`config.mk`:
```
export PLATFORM = sky130hd
export DESIGN_NAME = spi_slave
export DESIGN_NICKNAME = d
export VERILOG_FILES = /design/src/rtl/spi_pkg.sv /design/src/rtl/spi_sync_edge.sv /design/src/rtl/spi_slave.sv
export SDC_FILE = /design/constraint.sdc
export NUM_CORES = 1
export LEC_CHECK = 0
export CAP_MARGIN = 20
export CORE_MARGIN = 2
export CORE_UTILIZATION = 50
export CTS_BUF_LIST = sky130_fd_sc_hd__clkbuf_8 sky130_fd_sc_hd__clkbuf_16
export DETAILED_ROUTE_END_ITERATION = 12
export PLACE_DENSITY = 0.7
export SETUP_SLACK_MARGIN = 0.5
export SYNTH_ARGS = -nofsm -noshare
export SYNTH_HDL_FRONTEND = slang
export SYNTH_SLANG_ARGS = --single-unit
```
`constraint.sdc`:
```
create_clock -name clk -period 4.5 [get_ports clk]
set_input_delay 0.45 -clock clk [delete_from_list [all_inputs] [get_ports clk]]
set_output_delay 0.45 -clock clk [all_outputs]
set_load 0.01 [all_outputs]
```
`src/rtl/spi_pkg.sv`:
```
// rtl/spi_pkg.sv - shared types and constants for the SPI responder
//
// Contents:
//   DATA_W_DEFAULT  default frame width in bits
//   spi_state_e     responder FSM state encoding
//   MODE0..MODE3    SPI mode constants packed as {cpol, cpha}
package spi_pkg;

  localparam int DATA_W_DEFAULT = 8;

  typedef enum logic {
    ST_IDLE   = 1'b0,
    ST_ACTIVE = 1'b1
  } spi_state_e;

  localparam logic [1:0] MODE0 = 2'b00;
  localparam logic [1:0] MODE1 = 2'b01;
  localparam logic [1:0] MODE2 = 2'b10;
  localparam logic [1:0] MODE3 = 2'b11;

endpackage

```
`src/rtl/spi_sync_edge.sv`:
```
// rtl/spi_sync_edge.sv - 2-flop synchronizer with rise/fall edge pulses
//
// Ports:
//   clk, rst_n  local clock, asynchronous active-low reset
//   din         asynchronous input
//   sync        synchronized level (2nd flop)
//   rise        one-cycle pulse when sync goes 0->1 (2nd vs 3rd flop)
//   fall        one-cycle pulse when sync goes 1->0 (2nd vs 3rd flop)
module spi_sync_edge (
  input  logic clk,
  input  logic rst_n,
  input  logic din,
  output logic sync,
  output logic rise,
  output logic fall
);

  logic [2:0] sh;

  always_ff @(posedge clk or negedge rst_n) begin
    if (!rst_n) begin
      sh <= 3'b000;
    end else begin
      sh <= {sh[1:0], din};
    end
  end

  assign sync = sh[1];
  assign rise = sh[1] & ~sh[2];
  assign fall = ~sh[1] & sh[2];

endmodule

```
`src/rtl/spi_slave.sv`:
```
// rtl/spi_slave.sv - SPI responder, all four CPOL/CPHA modes, LSB first
//
// Ports:
//   clk, rst_n        local clock (>= 6x SCLK), asynchronous active-low reset
//   cpol, cpha        SPI mode, latched at frame start
//   slave_start       select from the master, active-high, asynchronous
//   SCLK, MOSI        serial clock and data from the master, asynchronous
//   MISO              serial data to the master, LSB first
//   tx_data, tx_load  write the transmit buffer
//   tx_ready          transmit buffer empty (copied into the shifter)
//   rx_data           last complete received frame
//   rx_valid          one-cycle pulse when rx_data updates
//   busy              frame in progress
module spi_slave
  import spi_pkg::*;
#(
  parameter int DATA_W = DATA_W_DEFAULT
) (
  input  logic              clk,
  input  logic              rst_n,
  input  logic              cpol,
  input  logic              cpha,
  input  logic              slave_start,
  input  logic              SCLK,
  input  logic              MOSI,
  output logic              MISO,
  input  logic [DATA_W-1:0] tx_data,
  input  logic              tx_load,
  output logic              tx_ready,
  output logic [DATA_W-1:0] rx_data,
  output logic              rx_valid,
  output logic              busy
);

  localparam int CNT_W = (DATA_W > 1) ? $clog2(DATA_W) : 1;
  localparam logic [CNT_W-1:0] LAST_BIT = CNT_W'(DATA_W - 1);

  logic sclk_sync, sclk_rise, sclk_fall;
  logic ss_sync, ss_rise, ss_fall;
  logic mosi_meta, mosi_sync;

  spi_sync_edge u_sclk_sync (
    .clk   (clk),
    .rst_n (rst_n),
    .din   (SCLK),
    .sync  (sclk_sync),
    .rise  (sclk_rise),
    .fall  (sclk_fall)
  );

  spi_sync_edge u_ss_sync (
    .clk   (clk),
    .rst_n (rst_n),
    .din   (slave_start),
    .sync  (ss_sync),
    .rise  (ss_rise),
    .fall  (ss_fall)
  );

  // MOSI is taken from its 2nd flop, so it lines up with the SCLK edge
  // detected from the SCLK 2nd/3rd flops.
  always_ff @(posedge clk or negedge rst_n) begin
    if (!rst_n) begin
      mosi_meta <= 1'b0;
      mosi_sync <= 1'b0;
    end else begin
      mosi_meta <= MOSI;
      mosi_sync <= mosi_meta;
    end
  end

  spi_state_e        state;
  logic [1:0]        mode_q;
  logic [DATA_W-1:0] tx_buf;
  logic [DATA_W-1:0] tx_shift;
  logic [DATA_W-1:0] rx_shift;
  logic [DATA_W-1:0] rx_next;
  logic [CNT_W-1:0]  bit_cnt;
  logic              sclk_edge;
  logic              lead_edge;
  logic              trail_edge;
  logic              sample_edge;
  logic              shift_edge;

  // An edge is leading when SCLK has just left its idle level.
  always_comb begin
    sclk_edge   = sclk_rise | sclk_fall;
    lead_edge   = sclk_edge & (sclk_sync ^ mode_q[1]);
    trail_edge  = sclk_edge & ~(sclk_sync ^ mode_q[1]);
    sample_edge = mode_q[0] ? trail_edge : lead_edge;
    shift_edge  = mode_q[0] ? lead_edge  : trail_edge;
  end

  // New bit enters at the MSB so the first bit ends up at bit 0.
  assign rx_next = DATA_W'({mosi_sync, rx_shift} >> 1);

  always_ff @(posedge clk or negedge rst_n) begin
    if (!rst_n) begin
      state    <= ST_IDLE;
      mode_q   <= MODE0;
      tx_buf   <= '0;
      tx_shift <= '0;
      rx_shift <= '0;
      bit_cnt  <= '0;
      MISO     <= 1'b0;
      tx_ready <= 1'b1;
      rx_data  <= '0;
      rx_valid <= 1'b0;
      busy     <= 1'b0;
    end else begin
      rx_valid <= 1'b0;

      case (state)
        ST_IDLE: begin
          MISO <= 1'b0;
          if (ss_rise) begin
            state    <= ST_ACTIVE;
            busy     <= 1'b1;
            mode_q   <= {cpol, cpha};
            bit_cnt  <= '0;
            tx_ready <= 1'b1;
            if (!cpha) begin
              // Bit 0 must already be on MISO at the first (sampling) edge.
              MISO     <= tx_buf[0];
              tx_shift <= tx_buf >> 1;
            end else begin
              tx_shift <= tx_buf;
            end
          end
        end

        ST_ACTIVE: begin
          if (ss_fall) begin
            state   <= ST_IDLE;
            busy    <= 1'b0;
            bit_cnt <= '0;
            MISO    <= 1'b0;
          end else begin
            if (sample_edge) begin
              rx_shift <= rx_next;
              if (bit_cnt == LAST_BIT) begin
                rx_data  <= rx_next;
                rx_valid <= 1'b1;
                bit_cnt  <= '0;
                // Back-to-back frame: the following shift edge drives the
                // new bit 0, so the whole buffer is reloaded here.
                if (ss_sync) begin
                  tx_shift <= tx_buf;
                  tx_ready <= 1'b1;
                end
              end else begin
                bit_cnt <= bit_cnt + CNT_W'(1);
              end
            end
            if (shift_edge) begin
              MISO     <= tx_shift[0];
              tx_shift <= tx_shift >> 1;
            end
          end
        end

        default: state <= ST_IDLE;
      endcase

      // Placed last so a load coinciding with a buffer copy leaves
      // tx_ready low; the copy above already took the old buffer value.
      if (tx_load) begin
        tx_buf   <= tx_data;
        tx_ready <= 1'b0;
      end
    end
  end

endmodule

```
; ---- Word level (Yosys, flattened, before mapping)
; Index checks and enable logic that the tools add are counted.
; Widths: inputs -> output; s select.
[word_totals]
ff_bits = 50
in_bits = 16
output_inout_bits = 12
[classes]
add_sub_neg = 1
reduce_logical = 7
bitwise_logic = 15
eq_ne = 14
mux = 36
[ops]
columns = operator, count
row1 = $mux 8, 7
row2 = $mux 1, 19
row3 = $pmux 8 s2, 1
row4 = $ne 3x2->1 const B, 5
row5 = $mux 3, 4
row6 = $reduce_and 5->1, 2
row7 = $ne 3x1->1 const B, 3
row8 = $pmux 1 s2, 4
row9 = $not 1->1, 7
row10 = $and 1x1->1, 6
row11 = $ne 2x2->1 const B, 3
row12 = $ne 3x3->1 const B, 2
row13 = $pmux 3 s2, 1
row14 = $reduce_and 2->1, 3
row15 = $reduce_and 4->1, 1
row16 = $add 3x1->3 const B, 1
row17 = $eq 3x3->1 const B, 1
row18 = $reduce_and 3->1, 1
row19 = $or 1x1->1, 1
row20 = $xor 1x1->1, 1

; ---- Logic depth before layout (Yosys ltp)
; Gate-level depths: netlist of the first run.
[logic_depth]
word_depth = 9
depth_mapped = 6
mapped_depth_nobuf = 6

; ---- Cells and area by module
; From an unflattened synthesis of the first run, not the netlist that was laid out.
[hier_totals]
hier_cells = 186
area_unflattened_um2 = 2155.8
[by_module_without_submodules]
columns = module, seq_area_each_um2, cells_each, n_inst, area_each_um2
row1 = spi_slave, 1077.3, 176, 1, 1975.6
row2 = spi_sync_edge, 75.1, 5, 2, 90.1

; ---- Worst setup path after synthesis of the first run
; Ideal clock, no wire load.
[synth_path]
path_kind = reg2reg
start = register mode_q[1]
end = register tx_shift[4]
required_ns = 4.435
setup_ns = 0.065
arrival_time_ns = 1.780
path_stages_with_launch = 6
path_slack_ns = 2.655
path_cell_list = dfrtp_1 -> xor2_1 -> buf_6 -> mux2_2 -> a2111oi_0 -> mux2_2
[synth_via]
elab_chain_cells = 7
elab_cells_between_ends = 13
classes_between = eq/ne (3) / mux (5) / bitwise (4) / reduce/logical (1)
[synth_lines]
columns = element, line_no
row1 = start: declaration, spi_slave.sv:73  ; logic [1:0] mode_q;
row2 = start signal: assignment, spi_slave.sv:119  ; mode_q <= {cpol, cpha};
row3 = $xor 1x1->1 *, "spi_slave.sv:88, spi_slave.sv:89"
row4 = $not 1->1, spi_slave.sv:89  ; trail_edge = sclk_edge & ~(sclk_sync ^ mode_q[1]);
row5 = $and 1x1->1, spi_slave.sv:89
row6 = $mux 1, spi_slave.sv:91  ; shift_edge = mode_q[0] ? lead_edge : trail_edge;
row7 = $mux 8, spi_slave.sv:155  ; if (shift_edge) begin
row8 = $mux 8, spi_slave.sv:133  ; if (ss_fall) begin
row9 = $pmux 8 s2, spi_slave.sv:113  ; case (state)
row10 = end signal: assignment, spi_slave.sv:125  ; tx_shift <= tx_buf >> 1;
row11 = end signal: assignment, spi_slave.sv:127  ; tx_shift <= tx_buf;
row12 = end signal: assignment, spi_slave.sv:157  ; tx_shift <= tx_shift >> 1;
row13 = end: declaration, spi_slave.sv:75  ; logic [DATA_W-1:0] tx_shift;
; Mark *: on every way between the ends. The rest lies on a longest branch, timed or not. The select of a mux whose other input is x is not followed.
; A chain may end at the register's enable or synchronous reset.

; ---- Worst setup path in the final report of the first run
[layout_path]
start = register mode_q[1]
end = register rx_data[2]
[layout_via]
elab_chain_cells = 5
elab_cells_between_ends = 6
classes_between = mux (1) / bitwise (4) / reduce/logical (1)
[layout_lines]
columns = element, line_no
row1 = $xor 1x1->1 *, "spi_slave.sv:88, spi_slave.sv:89"
row2 = $not 1->1, spi_slave.sv:89
row3 = $and 1x1->1, spi_slave.sv:89
row4 = $mux 1 *, spi_slave.sv:90  ; sample_edge = mode_q[0] ? trail_edge : lead_edge;
row5 = $reduce_and 4->1 (no line) *, n/a
row6 = end signal: assignment, spi_slave.sv:142  ; rx_data <= rx_next;
row7 = end: declaration, spi_slave.sv:30  ; output logic [DATA_W-1:0] rx_data,
; Mark *: on every way between the ends. The rest lies on a longest branch, timed or not.

==> results of run 1 <==
[worst paths after layout]
kind / from / to / slack [ns] / cells past startpoint
setup / recovery: mode_q[1]$_DFFE_PN0P_ / rx_data[2]$_DFFE_PN0P_ / 1.82 / 4
hold / removal: u_ss_sync.sh[0]$_DFF_PN0_ / u_ss_sync.sh[1]$_DFF_PN0_ / 0.35 / 0
setup reg to reg: mode_q[1]$_DFFE_PN0P_ / rx_data[2]$_DFFE_PN0P_ / 1.82 / 4
hold reg to reg: u_ss_sync.sh[0]$_DFF_PN0_ / u_ss_sync.sh[1]$_DFF_PN0_ / 0.35 / 0
max in group asynchronous: rst_n / rx_data[0]$_DFFE_PN0P_ / 3.53 / 3
min in group asynchronous: rst_n / mode_q[0]$_DFFE_PN0P_ / 0.51 / 2
[cell families after synthesis]
family	count (synthesis)	share of synthesized area, %
flip-flops	49	49.8
AND/OR/NAND/NOR	60	15.7
XOR/XNOR	2	1.47
multiplexers	44	19.8
buffers and inverters	15	2.89
AO/OA/AOI/OAI	28	9.24
adder cells (fa/ha/maj)	2	1.02
[final cells by class]
type                       count  share of cell area (%)
clock buffer                   5                    2.37
sequential                    49                    42.3
multi-input combinational    136                    40.1
tap                           67                    2.89
clock inverter                 3                    1.51
inverter                       5                   0.647
timing repair buffer          29                    10.2
[report_power, final]
part	switching (mW)	internal, mW
Combinational	0.150	0.182
Sequential	0.0882	0.532
Clock	0.151	0.167
[per-layer routing]
layer | vias to the layer above | GRT usage, %
met5 | - | 0
met4 | 0 | 8.08
met3 | 7 | 3.39
met2 | 44 | 30.3
met1 | 814 | 27.9
li1 | 798 | -
[worst reg2reg max path, cell delays in order (launching register included)]
cell	delay (ns)
dfrtp_1	0.48
xor2_1	0.85
mux2i_1	0.39
and3_1	0.45
mux2_2	0.39
[per-stage QoR]
step / power [mW] / instances / area [µm²] / hold slack, ns / setup slack [ns]
after floorplan: 0.865 / 200 / 2460 / 0.154 / 2.65
after global placement: 0.942 / 284 / 2760 / 0.332 / 1.91
after detailed placement: 0.961 / 284 / 2760 / 0.335 / 1.85
after CTS: 1.28 / 292 / 2870 / 0.354 / 1.81
after global routing: 1.35 / 294 / 2900 / 0.366 / 1.60
final: 1.27 / 294 / 2900 / 0.353 / 1.82
[synthesized netlist by cell type]
cell	count
buf_6	2
nand3_1	5
a2111oi_2	1
o211ai_1	3
or3_1	1
o32a_1	1
a2111oi_0	6
or2b_1	1
nor3_1	7
or4bb_1	7
nand2b_1	3
mux2_4	1
a21boi_0	1
xor2_1	1
dfstp_2	1
nand3b_4	1
a41oi_4	1
mux2i_1	9
nor4b_1	1
and3_1	1
clkbuf_1	8
nand3b_1	8
o21ai_0	2
nand2_1	5
mux2_2	34
dfrtp_1	48
nor2b_1	7
ha_1	2
a21oi_1	6
inv_1	5
nor2_1	11
nor2_4	1
and2_1	1
a211oi_1	7
xnor2_4	1
[layout by cell type (no fill, tap or decap), types with 2 or more instances in the layout]
cell | synthesis | final
mux2_2 | 34 | 34
clkbuf_8 | 0 | 5
a211oi_1 | 7 | 7
nand3b_1 | 8 | 8
o211ai_1 | 3 | 3
clkdlybuf4s50_1 | 0 | 26
a21oi_1 | 6 | 6
nand2b_1 | 3 | 3
nor2b_1 | 7 | 7
dfrtp_1 | 48 | 48
nand2_1 | 5 | 5
nor2_1 | 11 | 11
ha_1 | 2 | 2
mux2i_1 | 9 | 9
or4bb_1 | 7 | 7
o21ai_0 | 2 | 2
inv_1 | 5 | 5
nor3_1 | 7 | 7
a2111oi_0 | 6 | 6
nand3_1 | 5 | 5
[state kept, by name (all words and copies together), names as in the netlist, 2 cells and up]
register        flops
bit_cnt             3
mode_q              2
rx_data             8
rx_shift            7
tx_buf              8
tx_shift            8
u_sclk_sync.sh      3
u_ss_sync.sh        3
[repair_timing]
action                                 in CTS  in global routing
hold buffers                                0                  1
endpoints found under the hold margin       0                  5
resized for setup                           0                  0
==> results.toml, run 1 <==
[power_and_ir_drop]
p_leak_nw = 1.22
power.density_nw_per_um2 = 437
max-vdd-ir-drop_uv = 268

[drt]
first_pass_iters = 5
dr_wl_met2_um = 2340
wl_met3_um = 194
wl_per_cell_um = 16.4
dr_total_vias = 1663
met1Wirelength_um = 2200
viasPerCell = 5.66
drt_iter0_drc = 81
wirelength_um = 4830
antenna_left = 0
route.detailed.drc = 0
top_layer_used = "met4"

[clock_network]
root_buffer = "clkbuf_8"
clock_latency_ns = 0.30
path_clk_slew_ns = 0.10
cts_num_sinks = 49
numCtsBuffers = 5
clockBufferDepth = 2
post_cts_buffers = 0
htree_levels = 2
cts_tree = "built"

[sta]
rsz0062_at_grt = "false"
post-route-period-util_pct = 59.6
setup_viol = 0
fin_setup_tns_ns = 0
skew_ns = 0.00922
min_period_ns = 2.68
maxSlewViolCount = 0
relSlewSlack_pct = 29.9
tightest_slew_ns = 1.05
hold_viol_final = 0
fmax_mhz = 373

[yosys]
synth_top_area_share_pct = 48.8
synth_fp_nets = 218
syn_area_per_cell_um2 = 12.3
syn_area_um2 = 2460
ys_seq_area_share_pct = 49.8
synth_top_cell_by_area = "dfrtp_1"
synth.yosys.warnings = 0
synth_seq_cells = 49
synth_cell_types = 35
synthCells = 200
ys_top_cells_by_area = "dfrtp_1 (49%), mux2_2 (16%), mux2i_1 (3.7%)"

[grt]
antenna_found_initial = 0
gr-usage-all-layers_pct = 19.7
grt_pass1_wl_um = 8140
grt_max_degree = 50
grt_pass1_vias = 1614
grt_overflow = 0

[worst_setup_path]
crit_path_cell_trace = "xor2_1 -> mux2i_1 -> and3_1 -> mux2_2"
crit_type = "flop to flop"
path_max_fanout = 11
path_delay_family = "XOR/XNOR gates"
worst-path-buf-inv = 0
cp-end-kind = "flop"
required_ns = 4.69
crit_path_start_kind = "flop"
critPathMaxStageDelay_ns = 0.85
cpMaxStageDelayCell = "xor2_1"
cp_data_arrival_time_ns = 2.87

[worst_hold_path]
hp-class = "flop to flop"

[cells_and_area]
areaGrowthSynthToFinish_pct = 17.8
antennaDiodeCount = 0
utilization_pct = 61.5
regArea_um2 = 1230
nFillCells = 356
drive_above_1_share_pct = 22.5
final_nets = 244
multi_input_area_um2 = 1160

[placement]
place_hpwl_um = 3330
place.gp.congestion = 0.796
io_buffers = 27

[die]
rows = 25
ios = 28
die_w_um = 74.2
die_h_um = 74.2
dieArea_um2 = 5500
start_util_pct = 52.2
core_um2 = 4720

[status]
status = "completed"

[flow_run]
maxCapViolCount = 0
No activity file was read; power rests on OpenSTA's default activity.
==> run 2: changes to the inputs <==
Settings changed: PLACE_DENSITY 0.7 to 0.73.
Clock period 4.5 ns to 2.18 ns, I/O delays scaled along.
==> run 2 against run 1 <==
Sequential share of layout area is 7.1 points lower. Worst hold slack worse by 0.055 ns. Cell count is 8.8% higher. Total power grew to 2.5 times the previous value. Largest power group unchanged. Register-to-register slack worse by 1.5 ns. Count of clock-buffer cells in the layout stayed put. Setup slack worse by 1.5 ns. Via count is 13% higher. Cell area is 21% higher. Routed wire length is 31% higher. Critical path type unchanged. Utilization is 13 points higher.
==> results.toml, run 2 (synthesis results as in run 1) <==
[flow_run]
maxCapViolCount = 0

[cells_and_area]
multi_input_area_um2 = 1510
regArea_um2 = 1230
layout_commonest_cell = "dfrtp_1"
areaGrowthSynthToFinish_pct = 42.1
final_nets = 271
antennaDiodeCount = 0
drive_above_1_share_pct = 43.9
mostFrequentLayoutCells = "dfrtp_1 (44), clkdlybuf4s50_1 (26), mux2_4 (24)"
top_regs = "rx_data (8), tx_buf (8), tx_shift (8)"
nFillCells = 294

[clock_network]
cts_tree = "built"
numCtsBuffers = 5
root_buffer = "clkbuf_8"
cts_num_sinks = 49
clock_latency_ns = 0.31
path_clk_slew_ns = 0.10
clockBufferDepth = 2
htree_levels = 2

[sta]
min_period_ns = 1.83
relSlewSlack_pct = 61.6
hold_viol_final = 0
holdWs_ns = 0.299
rsz0062_at_grt = "true"
maxSlewViolCount = 0
setup_viol = 0
skew_ns = 0.0133
tightest_slew_ns = 0.574
fin_setup_tns_ns = 0
fmax_mhz = 546
worst_slack_ns = 0.348
post-route-period-util_pct = 84.0

[power_and_ir_drop]
max-vdd-ir-drop_uv = 588
p_leak_nw = 1.45
power_mw = 3.20
power.density_nw_per_um2 = 916

[drt]
first_pass_iters = 4
route.detailed.drc = 0
dr_total_vias = 1882
viasPerCell = 5.88
drt_iter0_drc = 231
wl_per_cell_um = 19.7
wirelength_um = 6320
antenna_left = 0

[die]
core_um2 = 4720
dieArea_um2 = 5500
rows = 25
ios = 28
die_w_um = 74.2
start_util_pct = 52.2
die_h_um = 74.2

[status]
status = "completed"

[worst_setup_path]
required_ns = 2.37
cpMaxStageDelayCell = "dfrtp_2"
crit_type = "flop to flop"
critPathMaxStageDelay_ns = 0.46
path_delay_family = "multiplexers"
cp_data_arrival_time_ns = 2.02
cp-end-kind = "flop"
path_max_fanout = 9
crit_path_start_kind = "flop"
worst-path-buf-inv = 1
crit_path_cell_trace = "xor2_4 -> mux2i_2 -> and3_4 -> buf_12 -> mux2_4"

[placement]
io_buffers = 27
place_hpwl_um = 3660
place.gp.congestion = 0.831
dp_slack_ns = 0.167

[grt]
grt_max_degree = 40
grt_pass1_wl_um = 9800
gr-usage-all-layers_pct = 24.2
antenna_found_initial = 0
grt_overflow = 0
grt_pass1_vias = 1873

[worst_hold_path]
hp-class = "primary input to asynchronous set/reset pin"
run 2: changes by cell type in the layout (fill, tap and decap cells not counted), sizes merged:
cell,change
buf,+27
inv,-1
clkinvlp,+1
clkinv,-1
run 2: layout make-up:
class,instances,share of cell area [%]
Sequential cell,49,35.2
Clock buffer,5,1.97
Multi-Input combinational cell,136,43.1
Inverter,5,0.644
Clock inverter,2,1.11
Tap cell,67,2.40
Timing Repair Buffer,56,15.6
run 2: final timing paths:
kind | start | endpoint | slack [ns] | cells past startpoint
max in group asynchronous | rst_n | u_sclk_sync.sh[2]$_DFF_PN0_ | 1.09 | 3
min reg2reg | u_sclk_sync.sh[0]$_DFF_PN0_ | u_sclk_sync.sh[1]$_DFF_PN0_ | 0.36 | 0
max | mode_q[0]$_DFFE_PN0P_ | rx_data[7]$_DFFE_PN0P_ | 0.35 | 5
min in group clk | MOSI | mosi_meta$_DFF_PN0_ | 0.35 | 1
min | rst_n | bit_cnt[1]$_DFFE_PN0P_ | 0.30 | 2
max reg2reg | mode_q[0]$_DFFE_PN0P_ | rx_data[7]$_DFFE_PN0P_ | 0.35 | 5
run 2: through the flow:
| stage | instance area [µm²] | cells | utilization, % |
|---|---|---|---|
| finish | 3500 | 320 | 74.1 |
| global route | 3500 | 320 | 74.1 |
| CTS | 3390 | 315 | 71.9 |
| detailed placement | 3010 | 295 | 63.8 |
| global placement | 3010 | 295 | 63.8 |
| floorplan | 2630 | 200 | - |
run 2: power by group:
part | internal, mW | switching, mW
logic | 0.717 | 0.534
registers | 1.10 | 0.202
clock network | 0.340 | 0.311
total | 2.16 | 1.05
run 2: worst register-to-register path, stage by stage (launching register included):
cell,delay (ns)
dfrtp_2,0.46
xor2_4,0.28
mux2i_2,0.29
and3_4,0.24
buf_12,0.14
mux2_4,0.30
run 2: per-layer routing:
| layer | share of wire [%] | wire length, µm | vias to the layer above | global-route usage, % |
|---|---|---|---|---|
| met4 | 1.7 | 109 | 0 | 6.87 |
| met1 | 43 | 2690 | 953 | 33.8 |
| met5 | 0 | 0 | - | 0 |
| li1 | - | - | 837 | - |
| met3 | 6.6 | 415 | 13 | 6.64 |
| met2 | 49 | 3100 | 79 | 37.5 |
run 2: what timing repair did:
action / CTS / global route
hold endpoints to repair: 10 / 0
pin swaps: 8 / 4
buffers inserted: 12 / 5
cloned: 0 / 0
endpoints found under the setup margin: 25 / 27
hold buffers: 1 / 0
gates resized for setup: 30 / 14
==> run 3: changes to the inputs <==
Clock period 2.18 ns to 1.6 ns, I/O delays scaled along.
==> run 3 against run 2 <==
The flow now finishes with violations (setup timing). Critical endpoint is now tx_shift[3]$_DFFE_PN0P_. Total power rose by 41%. Clock power rose by 36%. Highest routed layer unchanged. Utilization rose by 3.0 points. Largest cell class unchanged. Non-clock buffer count rose by 22.
==> results.toml, run 3 (synthesis results as in run 1) <==
[sta]
worst_slack_ns = -0.242
hold_viol_final = 0
tightest_slew_ns = 0.550
relSlewSlack_pct = 63.1
setup_viol = 28
maxSlewViolCount = 0
skew_ns = 0.0159
rsz0062_at_grt = "true"
fmax_mhz = 543
min_period_ns = 1.84
post-route-period-util_pct = 115

[power_and_ir_drop]
power.density_nw_per_um2 = 1240
max-vdd-ir-drop_uv = 767
power_mw = 4.51
p_leak_nw = 1.62

[die]
start_util_pct = 52.2
rows = 25
die_w_um = 74.2
ios = 28
core_um2 = 4720
die_h_um = 74.2
dieArea_um2 = 5500

[drt]
wirelength_um = 6560
viasPerCell = 5.69
wl_per_cell_um = 19.1
dr_total_vias = 1952
first_pass_iters = 4
antenna_left = 0
drt_iter0_drc = 179
route.detailed.drc = 0

[grt]
gr-usage-all-layers_pct = 24.1
grt_pass1_wl_um = 9860
grt_overflow = 0
antenna_found_initial = 0
grt_max_degree = 50
grt_pass1_vias = 1913

[cells_and_area]
drive_above_1_share_pct = 51.4
final_cell_area_um2 = 3640
areaGrowthSynthToFinish_pct = 47.8
layout_commonest_cell = "dfrtp_1"
final_nets = 293
antennaDiodeCount = 0
top_regs = "rx_data (8), tx_buf (8), tx_shift (8)"
mostFrequentLayoutCells = "dfrtp_1 (44), buf_4 (33), mux2_4 (27)"
nFillCells = 284

[status]
status = "complete, but fails checks"
violations = "setup timing"

[worst_setup_path]
cp_data_arrival_time_ns = 2.04
crit_type = "flop to flop"
required_ns = 1.80
path_max_fanout = 4
cp-end-kind = "flop"
crit_path_start_kind = "flop"

[clock_network]
cts_tree = "built"
clockBufferDepth = 2
path_clk_slew_ns = 0.10
cts_num_sinks = 49
clock_latency_ns = 0.31
root_buffer = "clkbuf_8"
htree_levels = 2
numCtsBuffers = 5

[worst_hold_path]
hp-class = "primary input to flop"

[flow_run]
maxCapViolCount = 0

[placement]
io_buffers = 27
place_hpwl_um = 4080
place.gp.congestion = 0.877
dpl_cell_area_um2 = 3240
[run 3: changes by cell type in the layout (fill, tap and decap cells not counted), moves of 4 or more]
cell and delta:
buf_2 +4, buf_4 +14, buf_6 +5, clkbuf_2 +8
clkdlybuf4s50_1 -13
[run 3: power breakdown]
| part | switching [mW] | internal (mW) |
|---|---|---|
| clock network | 0.421 | 0.466 |
| registers | 0.261 | 1.50 |
| logic | 0.757 | 1.10 |
| total | 1.44 | 3.07 |
[run 3: worst max-delay path: stages, from the launching register on]
cell,delay (ns)
dfrtp_2,0.45
buf_6,0.14
or4bb_1,0.51
mux2i_1,0.27
a2111oi_4,0.08
mux2_4,0.29
[run 3: cell type report]
class / count / area, µm² / area share, %
flip-flops and latches: 49 / 1230 / 33.8
clock buffers: 5 / 68.8 / 1.89
multi-input cells: 136 / 1480 / 40.7
inverters: 5 / 22.5 / 0.619
repair buffers: 78 / 709 / 19.5
well taps: 67 / 83.8 / 2.30
clock inverters: 3 / 42.5 / 1.17
[run 3: layer usage]
| layer | track usage, % | part of all wire, % |
|---|---|---|
| met1 | 31.5 | 43 |
| met2 | 39.7 | 50 |
| met3 | 6.10 | 5.0 |
| met4 | 7.47 | 2.4 |
| met5 | 0 | 0 |
[run 3: worst paths after layout]
| kind | startpoint | endpoint | cells after the start | slack [ns] |
|---|---|---|---|---|
| setup / recovery | u_sclk_sync.sh[2]$_DFF_PN0_ | tx_shift[3]$_DFFE_PN0P_ | 5 | -0.24 |
| hold / removal | tx_load | tx_ready$_DFFE_PN1P_ | 2 | 0.29 |
| setup reg to reg | u_sclk_sync.sh[2]$_DFF_PN0_ | tx_shift[3]$_DFFE_PN0P_ | 5 | -0.24 |
| hold reg to reg | u_ss_sync.sh[0]$_DFF_PN0_ | u_ss_sync.sh[1]$_DFF_PN0_ | 0 | 0.35 |
| max in group asynchronous | rst_n | tx_ready$_DFFE_PN1P_ | 3 | 0.95 |
| min in group asynchronous | rst_n | bit_cnt[2]$_DFFE_PN0P_ | 3 | 0.35 |
[run 3: stage by stage]
step                      std cells  hold WS (ns)  setup TNS [ns]  worst slack [ns]  util, %
after global routing            343         0.285           -5.85            -0.274     77.1
after detailed placement        316         0.164           -5.20            -0.246     68.6
after global placement          316         0.160           -3.71            -0.196     68.6
after floorplan                 200        -0.136           -3.17            -0.177        -
final                           343         0.289           -4.48            -0.242     77.1
after CTS                       337         0.302           -4.15            -0.186     75.9
[run 3: timing repair]
item,CTS,global route
endpoints found under the setup margin,45,50
pin swaps,13,11
hold buffers,1,0
endpoints found under the hold margin,48,0
buffers inserted,12,6
resized for setup,62,24
cloned,0,0
